[src/rtl/imm_extend_stage.sv]
// Registered immediate extender for the decode/execute boundary.
// Elastic valid/ready stage with an optional one-entry skid register and flush.
module imm_extend_stage #(
  parameter int XLEN    = 32,  // 32 or 64
  parameter bit SKID_EN = 1'b1
) (
  input  logic            i_Clk,
  input  logic            i_Reset,
  input  logic            i_Flush,
  input  logic            i_Valid,
  output logic            o_Ready,
  input  logic [31:7]     i_Instr,
  input  logic [2:0]      i_ImmSrc,
  output logic            o_Valid,
  input  logic            i_Ready,
  output logic [XLEN-1:0] o_ImmExt,
  output logic            o_Illegal
);

  localparam bit IS_RV64 = (XLEN == 64);

  localparam logic [2:0] SRC_I  = 3'b000;
  localparam logic [2:0] SRC_S  = 3'b001;
  localparam logic [2:0] SRC_B  = 3'b010;
  localparam logic [2:0] SRC_J  = 3'b011;
  localparam logic [2:0] SRC_U  = 3'b100;
  localparam logic [2:0] SRC_Z  = 3'b101;
  localparam logic [2:0] SRC_SH = 3'b110;

  typedef enum logic [1:0] {
    ST_EMPTY = 2'd0,
    ST_FULL  = 2'd1,
    ST_SKID  = 2'd2
  } state_t;

  state_t state_q, state_d;

  logic            ready_q, ready_d;
  logic [XLEN-1:0] out_imm_q, out_imm_d;
  logic            out_ill_q, out_ill_d;
  logic [XLEN-1:0] skid_imm_q, skid_imm_d;
  logic            skid_ill_q, skid_ill_d;

  logic [XLEN-1:0] new_imm;
  logic            new_ill;
  logic            shamt_hi;
  logic            in_fire;
  logic            out_fire;

  // Immediate decode of the incoming instruction.
  always_comb begin
    new_imm  = '0;
    new_ill  = 1'b0;
    shamt_hi = IS_RV64 ? i_Instr[25] : 1'b0;
    case (i_ImmSrc)
      SRC_I:   new_imm = XLEN'($signed(i_Instr[31:20]));
      SRC_S:   new_imm = XLEN'($signed({i_Instr[31:25], i_Instr[11:7]}));
      SRC_B:   new_imm = XLEN'($signed({i_Instr[31], i_Instr[7], i_Instr[30:25],
                                         i_Instr[11:8], 1'b0}));
      SRC_J:   new_imm = XLEN'($signed({i_Instr[31], i_Instr[19:12], i_Instr[20],
                                         i_Instr[30:21], 1'b0}));
      SRC_U:   new_imm = XLEN'($signed({i_Instr[31:12], 12'h000}));
      SRC_Z:   new_imm = XLEN'(i_Instr[19:15]);
      SRC_SH:  new_imm = XLEN'({shamt_hi, i_Instr[24:20]});
      default: begin
        new_imm = '0;
        new_ill = 1'b1;
      end
    endcase
  end

  assign in_fire  = i_Valid & o_Ready;
  assign out_fire = o_Valid & i_Ready;

  always_ff @(posedge i_Clk or posedge i_Reset) begin
    if (i_Reset) begin
      state_q <= ST_EMPTY;
      ready_q <= 1'b1;
    end else begin
      state_q <= state_d;
      ready_q <= ready_d;
    end
  end

  always_comb begin
    state_d = state_q;
    if (i_Flush) begin
      state_d = ST_EMPTY;
    end else begin
      case (state_q)
        ST_EMPTY: if (in_fire) state_d = ST_FULL;
        ST_FULL: begin
          if (!in_fire && out_fire)
            state_d = ST_EMPTY;
          else if (in_fire && !out_fire && SKID_EN)
            state_d = ST_SKID;
        end
        ST_SKID:  if (out_fire) state_d = ST_FULL;
        default:  state_d = ST_EMPTY;
      endcase
    end
    ready_d = (state_d != ST_SKID);
  end

  // Without a skid register the stage can only accept when the output drains.
  always_comb begin
    o_Valid   = (state_q != ST_EMPTY);
    o_Ready   = SKID_EN ? ready_q : (!o_Valid | i_Ready);
    o_ImmExt  = out_imm_q;
    o_Illegal = out_ill_q;
  end

  // Flushed entries keep their stale data; only the state marks them invalid.
  always_comb begin
    out_imm_d  = out_imm_q;
    out_ill_d  = out_ill_q;
    skid_imm_d = skid_imm_q;
    skid_ill_d = skid_ill_q;
    if (!i_Flush) begin
      case (state_q)
        ST_EMPTY: begin
          if (in_fire) begin
            out_imm_d = new_imm;
            out_ill_d = new_ill;
          end
        end
        ST_FULL: begin
          if (in_fire && out_fire) begin
            out_imm_d = new_imm;
            out_ill_d = new_ill;
          end else if (in_fire && SKID_EN) begin
            skid_imm_d = new_imm;
            skid_ill_d = new_ill;
          end
        end
        ST_SKID: begin
          if (out_fire) begin
            out_imm_d = skid_imm_q;
            out_ill_d = skid_ill_q;
          end
        end
        default: ;
      endcase
    end
  end

  always_ff @(posedge i_Clk or posedge i_Reset) begin
    if (i_Reset) begin
      out_imm_q  <= '0;
      out_ill_q  <= 1'b0;
      skid_imm_q <= '0;
      skid_ill_q <= 1'b0;
    end else begin
      out_imm_q  <= out_imm_d;
      out_ill_q  <= out_ill_d;
      skid_imm_q <= skid_imm_d;
      skid_ill_q <= skid_ill_d;
    end
  end

endmodule
[config.mk]
export PLATFORM = sky130hd
export DESIGN_NAME = imm_extend_stage
export DESIGN_NICKNAME = d
export VERILOG_FILES = /design/src/rtl/imm_extend_stage.sv
export SDC_FILE = /design/constraint.sdc
export NUM_CORES = 1
export LEC_CHECK = 0
export ABC_AREA = 1
export CAP_MARGIN = 20
export CORE_UTILIZATION = 35
export CTS_CLUSTER_DIAMETER = 30
export CTS_CLUSTER_SIZE = 20
export DETAILED_ROUTE_END_ITERATION = 8
export PLACE_DENSITY = 0.59
export SETUP_SLACK_MARGIN = 0.5
export SYNTH_ARGS = -nofsm -noshare
export SYNTH_HDL_FRONTEND = slang
export SYNTH_SLANG_ARGS = --single-unit
[constraint.sdc]
create_clock -name i_Clk -period 5.2 [get_ports i_Clk]
set_input_delay 0.52 -clock i_Clk [delete_from_list [all_inputs] [get_ports i_Clk]]
set_output_delay 0.52 -clock i_Clk [all_outputs]
set_load 0.005 [all_outputs]
==> results of run 1 <==
[kinds of logic after synthesis]
group,count (synthesis)
AO/OA/AOI/OAI,49
buffers and inverters,65
flip-flops,69
AND/OR/NAND/NOR,305
[registers in the layout, indices dropped and copies added, names as in the netlist]
signal      cells
skid_ill_q      1
o_Illegal       1
o_Ready         1
state_q         2
skid_imm_q     32
o_ImmExt       32
[per-layer routing]
metal	part of all wire (%)	GRT usage, %	vias up
li1	-	-	1637
met1	48	24.53	1534
met2	46	29.44	77
met3	4.1	3.661	13
met4	1.6	7.476	0
met5	0	0	-
[per-stage QoR]
step | util, % | total power, mW | worst slack [ps] | instance area, sq um
floorplan | - | 0.8946 | 2942 | 3567
global placement | 43.69 | 1.061 | 2544 | 4290
detailed placement | 43.69 | 1.069 | 2499 | 4290
CTS | 45.37 | 1.463 | 2855 | 4456
global route | 45.37 | 1.540 | 2613 | 4456
finish | 45.37 | 1.446 | 2796 | 4456
[worst max path at each step]
stage / start / to / cells after the start
after CTS: i_ImmSrc[2] / o_ImmExt[17] / 8
after global placement: i_Valid / o_ImmExt[24] / 8
after detailed placement: i_ImmSrc[2] / o_ImmExt[17] / 8
after global routing: i_ImmSrc[2] / o_ImmExt[14] / 8
after floorplan: i_Reset / o_Illegal / 1
final: i_ImmSrc[2] / o_ImmExt[17] / 8
[worst max-delay path: stages]
cell	delay, ps
clkdlybuf4s50_1	880
inv_2	230
nand2_1	340
inv_1	120
nand2_2	260
nand3_1	120
nand3_1	100
nand2_1	50
[cells in the final DEF, fill, tap and decap left out, drive strengths merged]
cell type and count:
a21boi 3, a21oi 2, a22oi 1, buf 3
clkbuf 12, clkdlybuf4s50 67, clkinv 3, dfrtp 68
dfstp 1, inv 42, nand2 236, nand3 36
nand4 8, nor2 20, nor3 5, o21a 6
o21ai 37
[cell type report]
class	instances	area, sq um
multi-input combinational	354	1536
fill	1044	5364
tap	133	166.4
inverter	43	166.4
sequential	69	1728
clock buffer	12	155.1
clock inverter	2	10.01
timing repair buffer	70	693.2
[where the power goes]
group          internal (mW)  leakage [nW]  switching (mW)  total (mW)
Clock                  0.193        0.0881           0.197       0.390
Combinational          0.178          1.33           0.173       0.351
Sequential             0.651         0.888          0.0537       0.705
==> run metrics, run 1 <==
Reg clk slew, reported paths 70 ps; largest cells by area after synthesis dfrtp_1 48%, nand2_1 25%, nand3_1 4.9%; hold buffer count at CTS 0; vias 3261; startpoint class of the critical path input port; RePlAce Congestion 0.8195; crit path max fanout 16; Resized Gates After CTS 0; Post-Synthesis Net Count 521; fraction of registers with async set/reset 100.0%; critical path class in -> reg; worst endpoint required time 5430 ps; Starting Density 36.33%; share of cells above drive strength 1 5.818%; Inst Count DP 669; register area share after synthesis 48.44%; vias in the first global route 3067; number of DRC markers in iteration 0 136; Synth Instances 488; Detailed Place HPWL 6.070 mm; complex-gate fraction of the synthesized area 7.997%; Die Area 10600 sq um; HP Start o_Illegal; PortBufs 67; synth-to-layout area growth 24.90%; status finished, final reports clean; multiplexer area fraction after synthesis 0%; Nets 580; first-pass GRT wire length 14.72 mm; yosys warns 0; initial antenna violation count 0; First-pass DRT Iterations 6; ys flop type dfrtp_1; n_diodes 0; worst-skew pair later-pin latency 340 ps; wire per inst 13.18 um; CTS Buf Count 9; CTS tree done; LEAKAGE 2.311 nW; XOR/XNOR Fraction of Synth Area 0%; Row Count 36; synthesized area 3567 sq um; actual slew at the worst max-slew pin 894.0 ps; number of synthesized register bits 69; I/O pin cnt 68; Sink Count 69; post-CTS setup buffers 0; Peak VDD IR 174.0 uV; hold slack final 473.5 ps; Die X 103.0 um; Distinct cells, synth 28; Final setup viols 0; largest net degree at the start of global routing 70; fin. max-slew vios 0; Remaining DRCs 0; Slew HR 40.40%; Final Hold Viols 0; pwr/cell area 324.6 nW/um^2; crit path DAT 2640 ps; area leader, netlist dfrtp_1; vias per cell 4.775; cells on worst reg2reg path 7; RSZ-0062 raised after global routing no; synthesized area per cell 7.310 sq um; largest family of logic cells by synthesized area simple AND/OR/NAND/NOR gates; DRT Wirelength 8.999 mm; Post-synth EDFFs 0; Synth Area in Simple Gates 35.08%; Die Y 103.0 um; hold path cells 2; Clock Skew 8.510 ps; clk root buf clkbuf_8; core region area 9819 sq um; count leader, synth nand2_1; fin crit period 2404 ps; final non-filler cell total 683; Final Cycle Share 46.23%; share of the synthesized area in the top cell type 47.70%; Overflow after GRT 0; area share of fa/ha/maj cells after synthesis 0%; Post-DRT Antenna Nets 0; Min-Delay Path Class reg -> reg; crit end category flop; WHS Endpoint o_Illegal; GRT Util Overall 18.43%; setup TNS 0 ps; Worst R2R Setup Slack 3070 ps; Max-Cap Viols 0; # H-tree levels 3; worst reg2reg path startpoint o_Ready; Crit Reg-Reg Endpoint o_ImmExt[24]; Peak Freq 416.0 MHz; top cells by count, synth 233 x nand2_1, 68 x dfrtp_1, 37 x inv_1, 35 x nand3_1, 33 x o21ai_0; clk buf depth 2
Power figures use the tool's default switching activity.
==> run 2: changes to the inputs <==
- clock period: 5.2 -> 2.23 ns (I/O delays scaled with it)
==> run 2 against run 1 <==
  * Die area is the same
  * Combinational power increased by 140%
  * Non-clock buffer count up 6
  * Via count increased by 0.71%
  * Clock power is 140% higher
  * Flip-flop and latch count stayed put
  * Sequential power increased by 130%
  * Critical path type is now reg -> out
==> run metrics, run 2 (synthesized netlist as in run 1, its figures left out) <==
crit path launch state_q[0]; startpoint class of the critical path flop; Post-DRT Antenna Nets 0; Die X 103.0 um; vias per cell 4.753; Starting Density 36.33%; largest net degree at the start of global routing 70; Reg clk slew, reported paths 70 ps; GRT Util Overall 19.07%; Die Y 103.0 um; Crit Reg-Reg Endpoint o_ImmExt[11]; LEAKAGE 2.359 nW; hold buffer count at CTS 0; wire per inst 13.26 um; Peak VDD IR 280.5 uV; first-pass GRT wire length 15.32 mm; PortBufs 67; CTS tree done; worst-skew pair later-pin latency 350 ps; cells on worst reg2reg path 7; Row Count 36; crit path DAT 1430 ps; commonest non-fill, non-tap cell in the layout nand2_1; critical path class reg -> out; crit path max fanout 5; Final Hold Viols 0; Min-Delay Path Class in -> async; CP endpoint o_Valid; Max-Cap Viols 0; DRT Wirelength 9.164 mm; status finished, final reports clean; Overflow after GRT 0; pwr/cell area 750.4 nW/um^2; Final Cycle Share 74.22%; Nets 586; vias 3284; synth-to-layout area growth 27.74%; clk root buf clkbuf_8; RePlAce Congestion 0.8077; RSZ-0062 raised after global routing no; I/O pin cnt 68; Peak Freq 604.2 MHz; share of cells above drive strength 1 7.168%; worst reg2reg path startpoint o_Ready; Worst R2R Setup Slack 610 ps; hold slack final 325.3 ps; number of DRC markers in iteration 0 166; core region area 9819 sq um; # H-tree levels 3; actual slew at the worst max-slew pin 415.2 ps; Worst path slowest cell clkdlybuf4s50_1; Detailed Place HPWL 6.182 mm; CTS Buf Count 9; Sink Count 69; # fillers 1025; post-CTS setup buffers 0; n_diodes 0; vias in the first global route 3170; initial antenna violation count 0; crit end category primary output; setup TNS 0 ps; fin crit period 1655 ps; fin. max-slew vios 0; Die Area 10600 sq um; Remaining DRCs 0; worst path cell trace nor2_2, inv_1, clkdlybuf4s50_1; Final setup viols 0; First-pass DRT Iterations 4; Slew HR 72.27%; worst endpoint required time 2010 ps; Clock Skew 7.988 ps; CP max stage delay 490 ps; clk buf depth 2; most frequent cells in the layout 233 x nand2_1, 68 x dfrtp_1, 66 x clkdlybuf4s50_1
[run 2: final cells by class]
class / count / area, sq um / area share, %
flip-flops and latches: 69 / 1728 / 37.92
multi-input cells: 354 / 1550 / 34.02
repair buffers: 76 / 764.5 / 16.78
inverters: 43 / 175.2 / 3.844
well taps: 133 / 166.4 / 3.652
clock buffers: 14 / 162.7 / 3.569
clock inverters: 2 / 10.01 / 0.2197
[run 2: worst min path at each step]
stage / endpoint / slack (ps) / depth (start not counted)
6_report: o_ImmExt[8] / 330 / 3
5_1_grt: o_ImmExt[23] / 360 / 3
4_1_cts: o_ImmExt[28] / 340 / 3
3_3_place_gp: o_ImmExt[5] / 460 / 2
2_1_floorplan: state_q[1] / 300 / 1
3_5_place_dp: o_ImmExt[5] / 460 / 2
[run 2: metrics by stage]
stage          util [%]  area, sq um  cells  setup slack, ps  total power, mW
2_1_floorplan         -         3571    488            683.0            2.087
3_3_place_gp      44.32         4352    675            307.6            2.492
3_5_place_dp      44.32         4352    675            287.7            2.512
4_1_cts           46.08         4524    691            541.0            3.456
5_1_grt           46.41         4557    691            503.8            3.666
6_report          46.41         4557    691            574.9            3.419
[run 2: power by group]
part	switching [mW]	internal, mW
Clock	0.464	0.463
Combinational	0.412	0.431
Sequential	0.131	1.52
[run 2: layer usage]
metal | track usage [%] | part of all wire [%] | vias to the layer above
li1 | - | - | 1655
met1 | 25.62 | 46 | 1520
met2 | 30.62 | 47 | 93
met3 | 2.847 | 5.2 | 16
met4 | 8.342 | 1.8 | 0
met5 | 0 | 0 | -
[run 2: repair_timing]
item | in CTS | in global routing
pin swaps | 0 | 1
gates resized for setup | 1 | 10
setup endpoints to repair | 5 | 24
[run 2: worst max-delay path, delay by kind of cell (launching register included)]
kind | cells | cell delay [ps]
flip-flops | 1 | 460
AND/OR/NAND/NOR | 1 | 60
buffers and inverters | 2 | 560
